$ cat src/rtl/awg_pkg.sv
// Shared types and constants for the arbitrary-waveform generator sweep logic.
// Latency: n/a (types only).
// Backpressure: n/a (types only).
package awg_pkg;

   // Sweep sequencer states
   typedef enum logic [2:0] {
      IDLE      = 3'd0,
      ARM       = 3'd1,
      DWELL     = 3'd2,
      STEP_WAIT = 3'd3,
      DONE      = 3'd4
   } sweep_state_t;

   // Sweep modes as carried on cfg_mode
   localparam logic [1:0] MODE_SINGLE = 2'b00;
   localparam logic [1:0] MODE_REPEAT = 2'b01;
   localparam logic [1:0] MODE_TRI    = 2'b10;
   localparam logic [1:0] MODE_HOLD   = 2'b11;

endpackage

$ cat src/rtl/dwell_counter.sv
// Loadable down-counter timing how long each sweep point is held; a load of 0 counts as 1.
// Latency: tc is high in the value-th enabled cycle after load (decode of the count register).
// Backpressure: none; count only advances while en is high and stops at 1.
module dwell_counter #(
   parameter int DWELL_W = 24
) (
   input  logic               clk,
   input  logic               resetN,
   input  logic               load,
   input  logic               en,
   input  logic [DWELL_W-1:0] value,
   output logic               tc
);

   logic [DWELL_W-1:0] cnt_q, cnt_d;

   // Next count: load has priority; otherwise decrement while enabled, parking at 1
   always_comb begin
      cnt_d = cnt_q;
      if (load) begin
         cnt_d = (value == '0) ? DWELL_W'(1) : value;
      end else if (en && (cnt_q > DWELL_W'(1))) begin
         cnt_d = cnt_q - DWELL_W'(1);
      end
   end

   // Count register with synchronous active-low reset
   always_ff @(posedge clk) begin
      if (!resetN) cnt_q <= '0;
      else         cnt_q <= cnt_d;
   end

   assign tc = (cnt_q == DWELL_W'(1));

endmodule

$ cat src/rtl/sweep_controller.sv
// Frequency-sweep sequencer stepping the generator phase increment on accumulator wraps.
// Latency: adder updates 1 cycle after a sampled phase_wrap; all outputs are registered.
// Backpressure: cfg_ready is low while busy and cfg_valid is dropped silently then.
module sweep_controller
   import awg_pkg::*;
#(
   parameter int W       = 32,
   parameter int DWELL_W = 24
) (
   input  logic               clk,
   input  logic               resetN,
   input  logic               cfg_valid,
   input  logic [W-1:0]       cfg_start,
   input  logic [W-1:0]       cfg_stop,
   input  logic [W-1:0]       cfg_step,
   input  logic [DWELL_W-1:0] cfg_dwell,
   input  logic [1:0]         cfg_mode,
   input  logic               start,
   input  logic               abort,
   input  logic               phase_wrap,
   output logic [W-1:0]       adder,
   output logic               busy,
   output logic               done,
   output logic               cfg_ready,
   output logic               cfg_err
);

   sweep_state_t state_q, state_d;

   logic [W-1:0]       adder_q, adder_d;
   logic [W-1:0]       next_q, next_d;
   logic               last_q, last_d;
   logic               dir_q, dir_d;      // triangle direction, 1 = stepping down
   logic               busy_q, busy_d;
   logic               done_q, done_d;
   logic               cfg_ready_q, cfg_ready_d;
   logic               cfg_err_q, cfg_err_d;
   logic [W-1:0]       sw_start_q, sw_start_d;
   logic [W-1:0]       sw_stop_q, sw_stop_d;
   logic [W-1:0]       sw_step_q, sw_step_d;
   logic [DWELL_W-1:0] sw_dwell_q, sw_dwell_d;
   logic [1:0]         sw_mode_q, sw_mode_d;

   logic               dwell_load, dwell_en, dwell_tc;
   logic [W:0]         sum_w, diff_w;
   logic [W-1:0]       up_val, down_val, nxt_val;
   logic               nxt_last, nxt_dir;

   dwell_counter #(.DWELL_W(DWELL_W)) u_dwell (
      .clk    (clk),
      .resetN (resetN),
      .load   (dwell_load),
      .en     (dwell_en),
      .value  (sw_dwell_q),
      .tc     (dwell_tc)
   );

   // Next sweep point from the current one, with one spare bit to catch wrap-around
   always_comb begin
      sum_w    = {1'b0, adder_q} + {1'b0, sw_step_q};
      diff_w   = {1'b0, adder_q} - {1'b0, sw_step_q};
      up_val   = (sum_w > {1'b0, sw_stop_q}) ? sw_stop_q : sum_w[W-1:0];
      down_val = (diff_w[W] || (diff_w[W-1:0] < sw_start_q)) ? sw_start_q : diff_w[W-1:0];
      nxt_val  = up_val;
      nxt_dir  = dir_q;
      nxt_last = (adder_q >= sw_stop_q) || (sw_step_q == '0);
      if (sw_mode_q == MODE_TRI) begin
         nxt_last = 1'b0;
         if (!dir_q) begin
            if (adder_q >= sw_stop_q) begin
               nxt_val = down_val;
               nxt_dir = 1'b1;
            end
         end else begin
            if (adder_q <= sw_start_q) begin
               nxt_dir = 1'b0;
            end else begin
               nxt_val = down_val;
            end
         end
      end
   end

   // Sequencer next-state, config latch and registered output values
   always_comb begin
      state_d     = state_q;
      adder_d     = adder_q;
      next_d      = next_q;
      last_d      = last_q;
      dir_d       = dir_q;
      cfg_err_d   = 1'b0;
      sw_start_d  = sw_start_q;
      sw_stop_d   = sw_stop_q;
      sw_step_d   = sw_step_q;
      sw_dwell_d  = sw_dwell_q;
      sw_mode_d   = sw_mode_q;
      dwell_load  = 1'b0;
      dwell_en    = (state_q == DWELL);

      if (cfg_valid && cfg_ready_q) begin
         if (cfg_start > cfg_stop) begin
            cfg_err_d = 1'b1;
         end else begin
            sw_start_d = cfg_start;
            sw_stop_d  = cfg_stop;
            sw_step_d  = cfg_step;
            sw_dwell_d = cfg_dwell;
            sw_mode_d  = cfg_mode;
         end
      end

      case (state_q)
         IDLE: begin
            if (start) begin
               state_d = ARM;
               dir_d   = 1'b0;
            end
         end
         ARM: begin
            if (phase_wrap) begin
               adder_d    = sw_start_q;
               dwell_load = 1'b1;
               state_d    = DWELL;
            end
         end
         DWELL: begin
            // Hold mode parks here until abort
            if ((sw_mode_q != MODE_HOLD) && dwell_tc) begin
               next_d  = nxt_val;
               last_d  = nxt_last;
               dir_d   = nxt_dir;
               state_d = STEP_WAIT;
            end
         end
         STEP_WAIT: begin
            if (last_q) begin
               state_d = (sw_mode_q == MODE_SINGLE) ? DONE : ARM;
            end else if (phase_wrap) begin
               adder_d    = next_q;
               dwell_load = 1'b1;
               state_d    = DWELL;
            end
         end
         DONE:    state_d = IDLE;
         default: state_d = IDLE;
      endcase

      // Abort beats everything, including a simultaneous start or wrap
      if (abort) begin
         state_d    = IDLE;
         adder_d    = adder_q;
         dwell_load = 1'b0;
      end

      busy_d      = (state_d == ARM) || (state_d == DWELL) || (state_d == STEP_WAIT);
      done_d      = (state_d == DONE);
      cfg_ready_d = ~busy_d;
   end

   // State register
   always_ff @(posedge clk) begin
      if (!resetN) state_q <= IDLE;
      else         state_q <= state_d;
   end

   // Datapath, latched configuration and output registers
   always_ff @(posedge clk) begin
      if (!resetN) begin
         adder_q     <= '0;
         next_q      <= '0;
         last_q      <= 1'b0;
         dir_q       <= 1'b0;
         busy_q      <= 1'b0;
         done_q      <= 1'b0;
         cfg_ready_q <= 1'b1;
         cfg_err_q   <= 1'b0;
         sw_start_q  <= '0;
         sw_stop_q   <= '0;
         sw_step_q   <= '0;
         sw_dwell_q  <= '0;
         sw_mode_q   <= '0;
      end else begin
         adder_q     <= adder_d;
         next_q      <= next_d;
         last_q      <= last_d;
         dir_q       <= dir_d;
         busy_q      <= busy_d;
         done_q      <= done_d;
         cfg_ready_q <= cfg_ready_d;
         cfg_err_q   <= cfg_err_d;
         sw_start_q  <= sw_start_d;
         sw_stop_q   <= sw_stop_d;
         sw_step_q   <= sw_step_d;
         sw_dwell_q  <= sw_dwell_d;
         sw_mode_q   <= sw_mode_d;
      end
   end

   assign adder     = adder_q;
   assign busy      = busy_q;
   assign done      = done_q;
   assign cfg_ready = cfg_ready_q;
   assign cfg_err   = cfg_err_q;

endmodule
$ cat config.mk
export PLATFORM = sky130hd
export DESIGN_NAME = sweep_controller
export DESIGN_NICKNAME = d
export VERILOG_FILES = /design/src/rtl/awg_pkg.sv /design/src/rtl/dwell_counter.sv /design/src/rtl/sweep_controller.sv
export SDC_FILE = /design/constraint.sdc
export NUM_CORES = 1
export LEC_CHECK = 0
export CORE_MARGIN = 4
export CORE_UTILIZATION = 59
export DETAILED_ROUTE_END_ITERATION = 7
export PLACE_DENSITY = 0.81
export SYNTH_ARGS = -nofsm -noshare
export SYNTH_HDL_FRONTEND = slang
export SYNTH_HIERARCHICAL = 1
export SYNTH_SLANG_ARGS = --single-unit
export TNS_END_PERCENT = 100
$ cat constraint.sdc
create_clock -name clk -period 6.4 [get_ports clk]
set_clock_uncertainty 0.2 [all_clocks]
set_input_delay 0.96 -clock clk [delete_from_list [all_inputs] [get_ports clk]]
set_output_delay 0.96 -clock clk [all_outputs]
set_load 0.005 [all_outputs]
======== Yosys cells after proc, flatten, opt, wreduce, memory -nomap -nowiden ========
Index checks and enable logic that the tools add are counted.
storage, ports and cells
  memory bits (writable) .................. 0
  bits in latches ......................... 0
  word-level logic and storage cells ...... 95
  bits in read-only memories .............. 0
  output and inout port bits .............. 36
  memories kept ........................... 0
  register bits after elaboration ......... 219
  input port bits ......................... 128
operators by class
  muxes and demuxes ....................... 33
  reductions and logical operators ........ 19
  add/subtract/negate cells ............... 3
  multipliers ............................. 0
  shifts and indexed selects .............. 0
  bitwise operators ....................... 3
  $lt $le $gt $ge ......................... 6
  equal/unequal tests ..................... 16
  divide/modulo/power cells ............... 0
operators by type and width
  cell                                                                    number
  32-bit 2-to-1 mux                                                       9
  24-bit 2-to-1 mux                                                       3
  32-bit one-hot mux with 2 select lines                                  1
  32-bit by 32-bit adder with 33-bit output                               1
  33-bit by 32-bit > comparator with 1-bit output                         1
  32-bit by 32-bit subtractor with 33-bit output                          1
  32-bit greater-or-equal comparator                                      1
  32-bit > comparator                                                     1
  32-bit less-or-equal comparator                                         1
  32-bit zero test                                                        1
  32-bit < comparator                                                     1
  24-bit by 1-bit equality test with 1-bit output, second input constant  1
  24-bit by 1-bit > comparator with 1-bit output, second input constant   1
  24-bit zero test                                                        1
  24-bit by 1-bit subtractor with 24-bit output, second input constant    1
  3-bit 2-to-1 mux                                                        6
  2-bit != test, second input constant                                    7
  3-bit by 2-bit equality test with 1-bit output, second input constant   4
  3-bit one-hot mux with 4 select lines                                   1
  1-bit 2-to-1 mux                                                        11
  3-bit by 1-bit equality test with 1-bit output, second input constant   2
  2-bit AND reduction                                                     3
  2-bit nonzero test                                                      3
  5-bit AND reduction                                                     1
  other kinds (9)                                                         17

======== Depth between registers and ports, before layout ========
Gate-level depths: netlist of run 1.
  depth after elaboration ................. 9
  depth in mapped cells ................... 25
  depth with buffers taken out ............ 23

======== Hierarchy ========
The synthesis of run 1 kept the hierarchy.
modules (own cells, without submodules)
  module            cells each  instances  area an instance (µm²)
  sweep_controller  1,955       1          15,441.1
  dwell_counter     195         1          1,550.2

======== Worst setup path after synthesis of run 1 ========
No wires, ideal clock.
  path type ............................... reg-to-reg
  start point ............................. register sw_step_q[1]
  end point ............................... register next_q[21]
  slack ................................... 1.568 ns
  required time ........................... 6.071 ns
  cell stages (with the launch flop) ...... 22
  path buffers ............................ 1
  arrival ................................. 4.503 ns
  cells stage by stage .................... dfxtp_1 -> inv_1 -> ha_1 -> nor2b_1 -> o2111ai_1 -> a2111o_1 -> a211oi_1 -> nand3b_2 -> a2111oi_2 -> or3_4 -> xnor2_2 -> ha_1 -> a21o_1 -> a21o_1 -> a21oi_1 -> nand3_1 -> o41ai_1 -> a21oi_2 -> buf_2 -> mux2_1 -> o221ai_1 -> a21oi_1
between the ends
  cells in the longest elaborated chain, start to end .. 7
RTL lines
  what                                            RTL line                                        source
  from (decl)                                     sweep_controller.sv:40                          logic [W-1:0] sw_step_q, sw_step_d;
  from (signal assigned)                          sweep_controller.sv:193                         sw_step_q <= sw_step_d;
  32-bit by 32-bit subtractor with 33-bit output  sweep_controller.sv:61                          diff_w = {1'b0, adder_q} - {1'b0, sw_step_q};
  32-bit < comparator                             sweep_controller.sv:63                          down_val = (diff_w[W] || (diff_w[W-1:0] < sw_start_q)) ? sw_start_q : diff_w[W-1:0];
  1-bit logical OR                                sweep_controller.sv:63
  32-bit 2-to-1 mux                               sweep_controller.sv:63
  32-bit 2-to-1 mux (on tied branches)            sweep_controller.sv:70, sweep_controller.sv:75
  32-bit 2-to-1 mux                               sweep_controller.sv:69                          if (!dir_q) begin
  32-bit 2-to-1 mux (*)                           sweep_controller.sv:67                          if (sw_mode_q == MODE_TRI) begin
  to (signal assigned)                            sweep_controller.sv:184                         next_q <= next_d;
  to (decl)                                       sweep_controller.sv:31                          logic [W-1:0] next_q, next_d;
Mark *: on every way between the ends. The rest lies on a longest branch, timed or not.
A chain may end at the register's enable or synchronous reset.

======== Final worst setup path of run 1 ========
  start point ............................. register adder_q[0], in the netlist adder[0]
  end point ............................... register next_q[20]
between the ends
  cells in the longest elaborated chain, start to end .. 7
RTL lines
  what                                            RTL line                                        source
  from (decl)                                     sweep_controller.sv:30                          logic [W-1:0] adder_q, adder_d;
  from (signal assigned)                          sweep_controller.sv:183                         adder_q <= adder_d;
  32-bit by 32-bit subtractor with 33-bit output  sweep_controller.sv:61
  32-bit < comparator                             sweep_controller.sv:63
  1-bit logical OR                                sweep_controller.sv:63
  32-bit 2-to-1 mux                               sweep_controller.sv:63
  32-bit 2-to-1 mux (on tied branches)            sweep_controller.sv:70, sweep_controller.sv:75
  32-bit 2-to-1 mux                               sweep_controller.sv:69
  32-bit 2-to-1 mux (*)                           sweep_controller.sv:67
Marks and branches as above.

==> results of run 1 <==
==> metrics by stage <==
stage               total power, mW  instance area (um2)  std cells  setup slack, ns
floorplan                      2.58                17000       2150             1.57
global placement               3.04                18800       2602            0.609
detailed placement             3.06                18800       2602            0.553
CTS                            4.59                19700       2650            0.523
global route                   4.82                19700       2651          0.00653
finish                         4.61                19700       2651            0.395
==> power groups by stage <==
stage	clock network (mW)	registers (mW)	logic [mW]
finish	1.52	1.51	1.58
detailed placement	0	1.54	1.53
floorplan	0	1.50	1.08
CTS	1.55	1.51	1.54
global route	1.59	1.52	1.71
global placement	0	1.53	1.50
==> synth_stat cells, drive strengths merged (8+ instances only) <==
cell type and n:
inv 169, nand3 157, buf 46, nor2 122, nor3 31, nand2 186
mux2i 62, xor2 10, o21bai 12, nor2b 9, ha 225, a221oi 8
xnor2 60, dfxtp 219, a21o 32, nand2b 12, nand4 40, o211ai 14
a31oi 15, nor4 35, o31ai 47, o21ai 195, o21a 13, o41ai 9
a211oi 54, clkbuf 82, a22oi 25, or3 15, or4 10, mux2 12
a21oi 129
==> kinds of logic after synthesis <==
kind of cell	after synthesis	share of synthesized area [%]
xor gates and xnor gates	70	3.65
adders and majority gates	227	16.8
DFF	219	25.8
and+or+nand+nor	648	18.5
buffers and inverters	300	7.30
AOI/OAI and AO/OA	612	23.4
muxes	74	4.47
==> layout make-up <==
cell class | instances | area [um2] | share of cell area [%]
sequential | 219 | 4380 | 22.2
antenna | 1 | 2.50 | 0.0127
timing repair buffer | 202 | 1960 | 9.95
inverter | 172 | 646 | 3.27
clock inverter | 13 | 145 | 0.736
tap | 378 | 473 | 2.40
clock buffer | 35 | 744 | 3.77
multi-input combinational | 1631 | 11400 | 57.6
==> worst max-delay path by stage <==
stage | cells past startpoint | from | to
finish | 22 | adder[0] | next_q[20]
global route | 23 | adder[0] | next_q[0]
CTS | 21 | sw_step_q[1] | next_q[20]
detailed placement | 21 | sw_step_q[1] | next_q[11]
global placement | 22 | sw_step_q[1] | next_q[0]
floorplan | 21 | sw_step_q[1] | next_q[21]
==> critical path: stages, from the launching register on <==
cell and delay (ns):
dfxtp_1 0.39, inv_1 0.12, ha_1 0.23, inv_1 0.07, fa_1 0.21, a21o_1 0.15
o21ai_1 0.08, a31o_2 0.26, o21ba_2 0.24, o21ai_0 0.44, a2111oi_0 0.20, a311oi_1 0.60
ha_1 0.22, nand4_1 0.10, nor2_1 0.23, nand4_1 0.19, a21oi_1 0.35, o41ai_1 0.16
a21oi_4 0.56, buf_4 0.29, mux2_2 0.34, o221ai_1 0.14, a21oi_1 0.07
==> registers in the layout (all words and copies together), names as in the netlist <==
register,flops
sw_dwell_q,24
sw_start_q,32
dir_q,1
state_q,3
u_dwell/cnt_q,24
adder,32
next_q,32
busy,1
sw_stop_q,32
sw_mode_q,2
last_q,1
sw_step_q,32
done,1
cfg_err,1
cfg_ready,1
==> routing by layer <==
metal  global-route usage [%]  vias up
met5                        0        -
met4                     10.6        0
met3                     6.07      111
met2                     52.6      832
met1                     48.0     7841
li1                         -     8027
==> cells in the final DEF (no fill, tap or decap), drive strengths merged, types with 6 or more instances in the layout <==
master and count:
o21ai 195, and3 7, dfxtp 219, nand2 186
a31oi 15, nand3 157, a221oi 8, a2111oi 6
nand2b 12, xor2 10, inv 171, mux2 12
a211oi 54, nor3 31, clkinvlp 6, o21bai 12
ha 225, o211ai 14, nor4 35, nand4 40
o31ai 47, nor2b 9, o41ai 9, xnor2 60
clkinv 6, mux2i 62, or4 10, nor2 122
clkbuf 35, o21a 13, buf 40, or3 15
clkdlybuf4s50 162, a21o 32, a21oi 129, a22oi 25
==> results by group, run 1 <==
Route
  – Wire length per cell: 20.9 um
  – WL met2: 23,900 um
  – Drt first-iter violations: around 2,000
  – Post-Route WL: around 55,000 um
  – Vias: roughly 17,000
  – Top Metal Used: met4
  – WL met1: 23,800 um
  – Drt pass-1 iters: 6
  – Via/cell ratio: around 6.3
  – WL met3: approximately 6000 um
  – DR DRC count: 0
  – Final ANT Viol Nets: 0

Power
  – Sw Ratio: approximately 36%
  – Total power per unit cell area: between 200 and 250 nW/um2
  – Leak Pwr: 8.22 nW
  – Flop pwr share: between 30% and 40%
  – Switching pwr: 1.64 mW
  – Clock share of power: between 30% and 40%
  – Cell internal pwr: 2.97 mW
  – Comb power frac: between 30% and 40%
  – VDD IR max: roughly 0.18 mV

STA
  – Slew headroom: roughly 32%
  – Minimum clock period: approximately 6 ns
  – Final hold vios: 0
  – Final setup fails: 0
  – Post-Route Setup TNS: 0 ns
  – RSZ-0062 raised after global routing: false
  – Period Utilization, post-route: a little over nine tenths
  – Max Fclk: around 170 MHz
  – Worst Max-Slew Pin Slew: between 1 and 1.5 ns
  – Pins Over Slew Limit: 0
  – Hold slack: ~0.27 ns

Min path
  – Hold path cells: 2
  – Tightest Hold Check Type: flop to flop
  – Hold path startpoint: sw_stop_q[17]
  – Hold EP: sw_stop_q[17]

Synthesis
  – Main synth FF type: dfxtp_1
  – Cells taking the most area after synthesis: dfxtp_1, ha_1, o21ai_0
  – Total nets after synthesis: 2,505
  – Post-synth EDFFs: 0
  – Cells after Synth: 2,150
  – Number of synthesized register bits: approximately 220
  – Mapped Avg Cell Area: about 7.9 um2
  – Unique masters post-synth: 96
  – Yosys top cell area share: between 20% and 30%
  – Sequential share of the synthesized area: 25.8%
  – Area leader, netlist: dfxtp_1
  – Cell Area, Synth: approximately 17,000 um2
  – Number of synthesis warnings: 6
  – Share of synthesized registers carrying an async set or reset: 0%

Global route
  – First-pass GRT wire length: 85,600 um
  – GR Util All Layers: between 30% and 40%
  – Pin count of the biggest net entering global routing: 92
  – Number of global-route vias before repair: between 15,000 and 20,000
  – Initial antenna violation count: 2
  – GRT Residual Overflow: 0

Setup path
  – Worst R2R End: next_q[20]
  – Startpoint types: flop
  – Worst Setup End Kind: flop
  – Crit Path Category: flop to flop
  – CP Data Arrival Time: about 6.2 ns
  – Critical R2R Launch: adder[0]
  – WP data required: 6.61 ns
  – CP Max Fanout: 23
  – Worst-case reg-to-reg path depth: 22
  – R2R setup slack: 0.40 ns

Finish
  – Fill count: around 2,300
  – Fin nets: ~2,600
  – Syn-to-layout area delta: 16.1%
  – Util after Layout: between 70% and 80%
  – Share of cells above drive strength 1: 6.43%

Die
  – Die height: 178 um
  – Die area: between 30,000 and 40,000 um2
  – Die width: 178 um
  – Rows: between 60 and 70
  – Ports: roughly 160
  – Core box area: roughly 28,000 um2
  – Starting Density: just over 60%

Outcome
  – Outcome: completed

Clock network
  – Worst-path clk slew: around 0.060 ns
  – Post-CTS Hold Buffers: 0
  – Clk buf depth: 3
  – TritonCTS Buffers: 26
  – CTS H-tree depth: 1
  – Worst-Skew Late Latency: around 0.55 ns
  – Post-CTS setup buffer count: 0
  – CTS tree: done
  – Root Buffer: clkbuf_16
  – CTS sink count: approximately 220
  – Post-CTS sizing: 0

Placement
  – Final HPWL DP: 42,700 um
  – Port Buffers: 163
  – GP Congestion: approximately 1.1

Run
  – Maxcap violations: 0
Note: power is estimated with default switching activity, not from simulation.
==> inputs of run 2 (changes only) <==
--- a/config.mk
+++ b/config.mk
@@ -6,9 +6,11 @@
 export NUM_CORES = 1
 export LEC_CHECK = 0
 export CORE_MARGIN = 4
-export CORE_UTILIZATION = 59
+export CORE_UTILIZATION = 40
+export CTS_BUF_LIST = sky130_fd_sc_hd__clkbuf_4
 export DETAILED_ROUTE_END_ITERATION = 7
-export PLACE_DENSITY = 0.81
+export PLACE_DENSITY = 0.58
+export SKIP_LAST_GASP = 1
 export SYNTH_ARGS = -nofsm -noshare
 export SYNTH_HDL_FRONTEND = slang
 export SYNTH_HIERARCHICAL = 1
==> run 2 against run 1 <==
Non-clock buffer count increased by 6. Largest power group unchanged. Hold slack improved by 0.012 ns. Final cell count increased by 8.9%. Clock power decreased by 12%. Sequential share of layout area decreased by 0.20 points. First-iteration DRC count decreased by 37%. Combinational power increased by 4%. Total power decreased by 2.7%. Flip-flop and latch count unchanged.
==> results by group, run 2 (synthesized netlist as in run 1, its figures left out) <==
Setup path
  – CP cell instances: inv_1 > ha_1 > inv_1 > fa_1 > a21o_1 > o21ai_1 > a31o_2 > o21ba_2 > o21ai_0 > a2111oi_0 > a311oi_1 > ha_1 > nand4_1 > nor2_1 > a41oi_1 > nand3_1 > o41ai_4 > a21oi_4 > buf_4 > mux2_4 > a211o_1
  – Delay of the slowest cell on the worst path: 0.60 ns (about the same)
  – R2R setup slack: 0.08 ns (-0.31 ns)
  – Worst Setup End Kind: flop
  – WP data required: 6.81 ns (+0.20 ns)
  – CP Data Arrival Time: 6.73 ns (+0.52 ns)
  – CP Max Fanout: 13 (-43%)
  – Startpoint types: flop
  – CP Launch Point: adder[0]
  – Worst R2R End: next_q[29]
  – Crit Path Category: flop to flop
  – Critical R2R Launch: adder[0]
  – CP max stage cell: o41ai_4
  – Worst-case reg-to-reg path depth: 21 (-4.5%)

Clock network
  – CTS tree: done
  – TritonCTS Buffers: 70 (+170%)
  – CTS H-tree depth: 3 (+2)
  – Worst-path clk slew: 0.07 ns (about the same)
  – Worst-Skew Late Latency: 0.74 ns (+0.19 ns)
  – Clk buf depth: 3 (unchanged)
  – CTS sink count: 219 (unchanged)
  – Root Buffer: clkbuf_4

Die
  – Die height: 214 um (+20%)
  – Die width: 214 um (+20%)
  – Core box area: 41,900 um2 (+49%)
  – Ports: 164 (unchanged)
  – Starting Density: 40.5% (-20 points)
  – Die area: 45,800 um2 (+45%)
  – Rows: 75 (+23%)

STA
  – Final setup fails: 0 (unchanged)
  – Max Fclk: 158 MHz (-5.0%)
  – Slew headroom: 27.3% (-4.9 points)
  – Period Utilization, post-route: 98.7% (+4.9 points)
  – Minimum clock period: 6.32 ns (+0.313 ns)
  – Hold slack: 0.283 ns (+0.0116 ns)
  – Final hold vios: 0 (unchanged)
  – RSZ-0062 raised after global routing: true
  – Pins Over Slew Limit: 0 (unchanged)
  – Worst Max-Slew Pin Slew: 1.09 ns (+0.0742 ns)

Power
  – Power Total: 4.49 mW (-2.7%)
  – VDD IR max: 0.161 mV (-11%)
  – Leak Pwr: 8.31 nW (+1.1%)
  – Total power per unit cell area: 225 nW/um2 (-3.6%)

Placement
  – Port Buffers: 163 (unchanged)
  – Dpl cells: 2,761 (+6.1%)
  – Final HPWL DP: 46,400 um (+8.6%)
  – Placed inst area: 19,000 um2 (+0.94%)
  – GP Congestion: 0.911 (-16%)

Finish
  – Fill count: 4,238 (+82%)
  – Fin cells: 2,886 (+8.9%)
  – Util after Layout: 47.5% (-23 points)
  – Design Area, Final: 19,900 um2 (+0.90%)
  – Most common cell after layout, fill and taps aside: ha_1
  – Fin nets: 2,658 (+2.0%)
  – Commonest non-fill, non-tap cells in the layout: ha_1, dfxtp_1, nand2_1
  – Share of cells above drive strength 1: 8.96% (+2.5 points)
  – Syn-to-layout area delta: 17.2%

Min path
  – Hold EP: sw_stop_q[17]
  – Tightest Hold Check Type: flop to flop
  – Hold path cells: 2 (unchanged)
  – Hold path startpoint: sw_stop_q[17]

Route
  – DR DRC count: 0 (unchanged)
  – Drt first-iter violations: 1,270 (-37%)
  – Final ANT Viol Nets: 0 (unchanged)
  – Wire length per cell: 21.2 um (+1.7%)
  – Via/cell ratio: 5.80 (-8.5%)
  – Drt pass-1 iters: 5 (-1)
  – Post-Route WL: 61,300 um (+11%)
  – Vias: 16,700 (-0.40%)

Run
  – Maxcap violations: 0 (unchanged)

Global route
  – Pin count of the biggest net entering global routing: 245 (+170%)
  – GRT Residual Overflow: 0 (unchanged)
  – Initial antenna violation count: 1 (-1)
  – Number of global-route vias before repair: 16,200 (+2.1%)
  – GR Util All Layers: 25.5% (-8.4 points)
  – First-pass GRT wire length: 92,800 um (+8.5%)

Outcome
  – Outcome: completed
[run 2: stage by stage]
| stage | setup TNS [ns] | setup WS [ns] |
|---|---|---|
| final | 0 | 0.0825 |
| after global routing | -0.0283 | -0.0158 |
| after CTS | 0 | 0.154 |
| after detailed placement | 0 | 0.186 |
| after global placement | 0 | 0.260 |
| after floorplan | 0 | 1.57 |
[run 2: critical path: cells and delay by family, from the launching register on]
| kind | cells | cell delay, ns |
|---|---|---|
| AO/OA/AOI/OAI | 11 | 3.58 |
| adder cells (fa/ha/maj) | 3 | 0.82 |
| buffers and inverters | 3 | 0.41 |
| flip-flops | 1 | 0.40 |
| multiplexers | 1 | 0.29 |
| AND/OR/NAND/NOR | 3 | 0.48 |
[run 2: per-layer routing]
metal	part of all wire (%)	vias to the layer above	track usage [%]
li1	-	8171	-
met1	46	7859	35.3
met2	43	595	38.6
met3	7.9	118	6.14
met4	3.4	0	9.94
met5	0	-	0
[run 2: area by class of cell]
class / count / area (um2) / share of cell area [%]
multi-input cells: 1632 / 11400 / 57.3
flip-flops and latches: 219 / 4380 / 22.0
repair buffers: 208 / 2000 / 10.0
clock buffers: 95 / 713 / 3.58
well taps: 539 / 674 / 3.39
inverters: 172 / 647 / 3.25
clock inverters: 19 / 78.8 / 0.396
diodes: 2 / 5.00 / 0.0251
[run 2: timing repair]
item,4_1_cts,5_1_grt
endpoints found under the setup margin,0,29
gates resized for setup,0,3
endpoints found under the hold margin,0,0
buffers inserted,0,8
hold buffers,0,0
[run 2: report_power, final]
part / internal (mW) / total, mW / switching [mW]
registers: 1.43 / 1.51 / 0.0806
clock network: 0.681 / 1.34 / 0.657
logic: 0.658 / 1.64 / 0.982
total: 2.77 / 4.49 / 1.72
[run 2: how the worst max path moves through the flow]
stage	end	slack (ns)
finish	next_q[29]	0.08
global route	next_q[19]	-0.02
CTS	next_q[16]	0.15
detailed placement	next_q[4]	0.19
global placement	next_q[4]	0.26
floorplan	next_q[21]	1.57
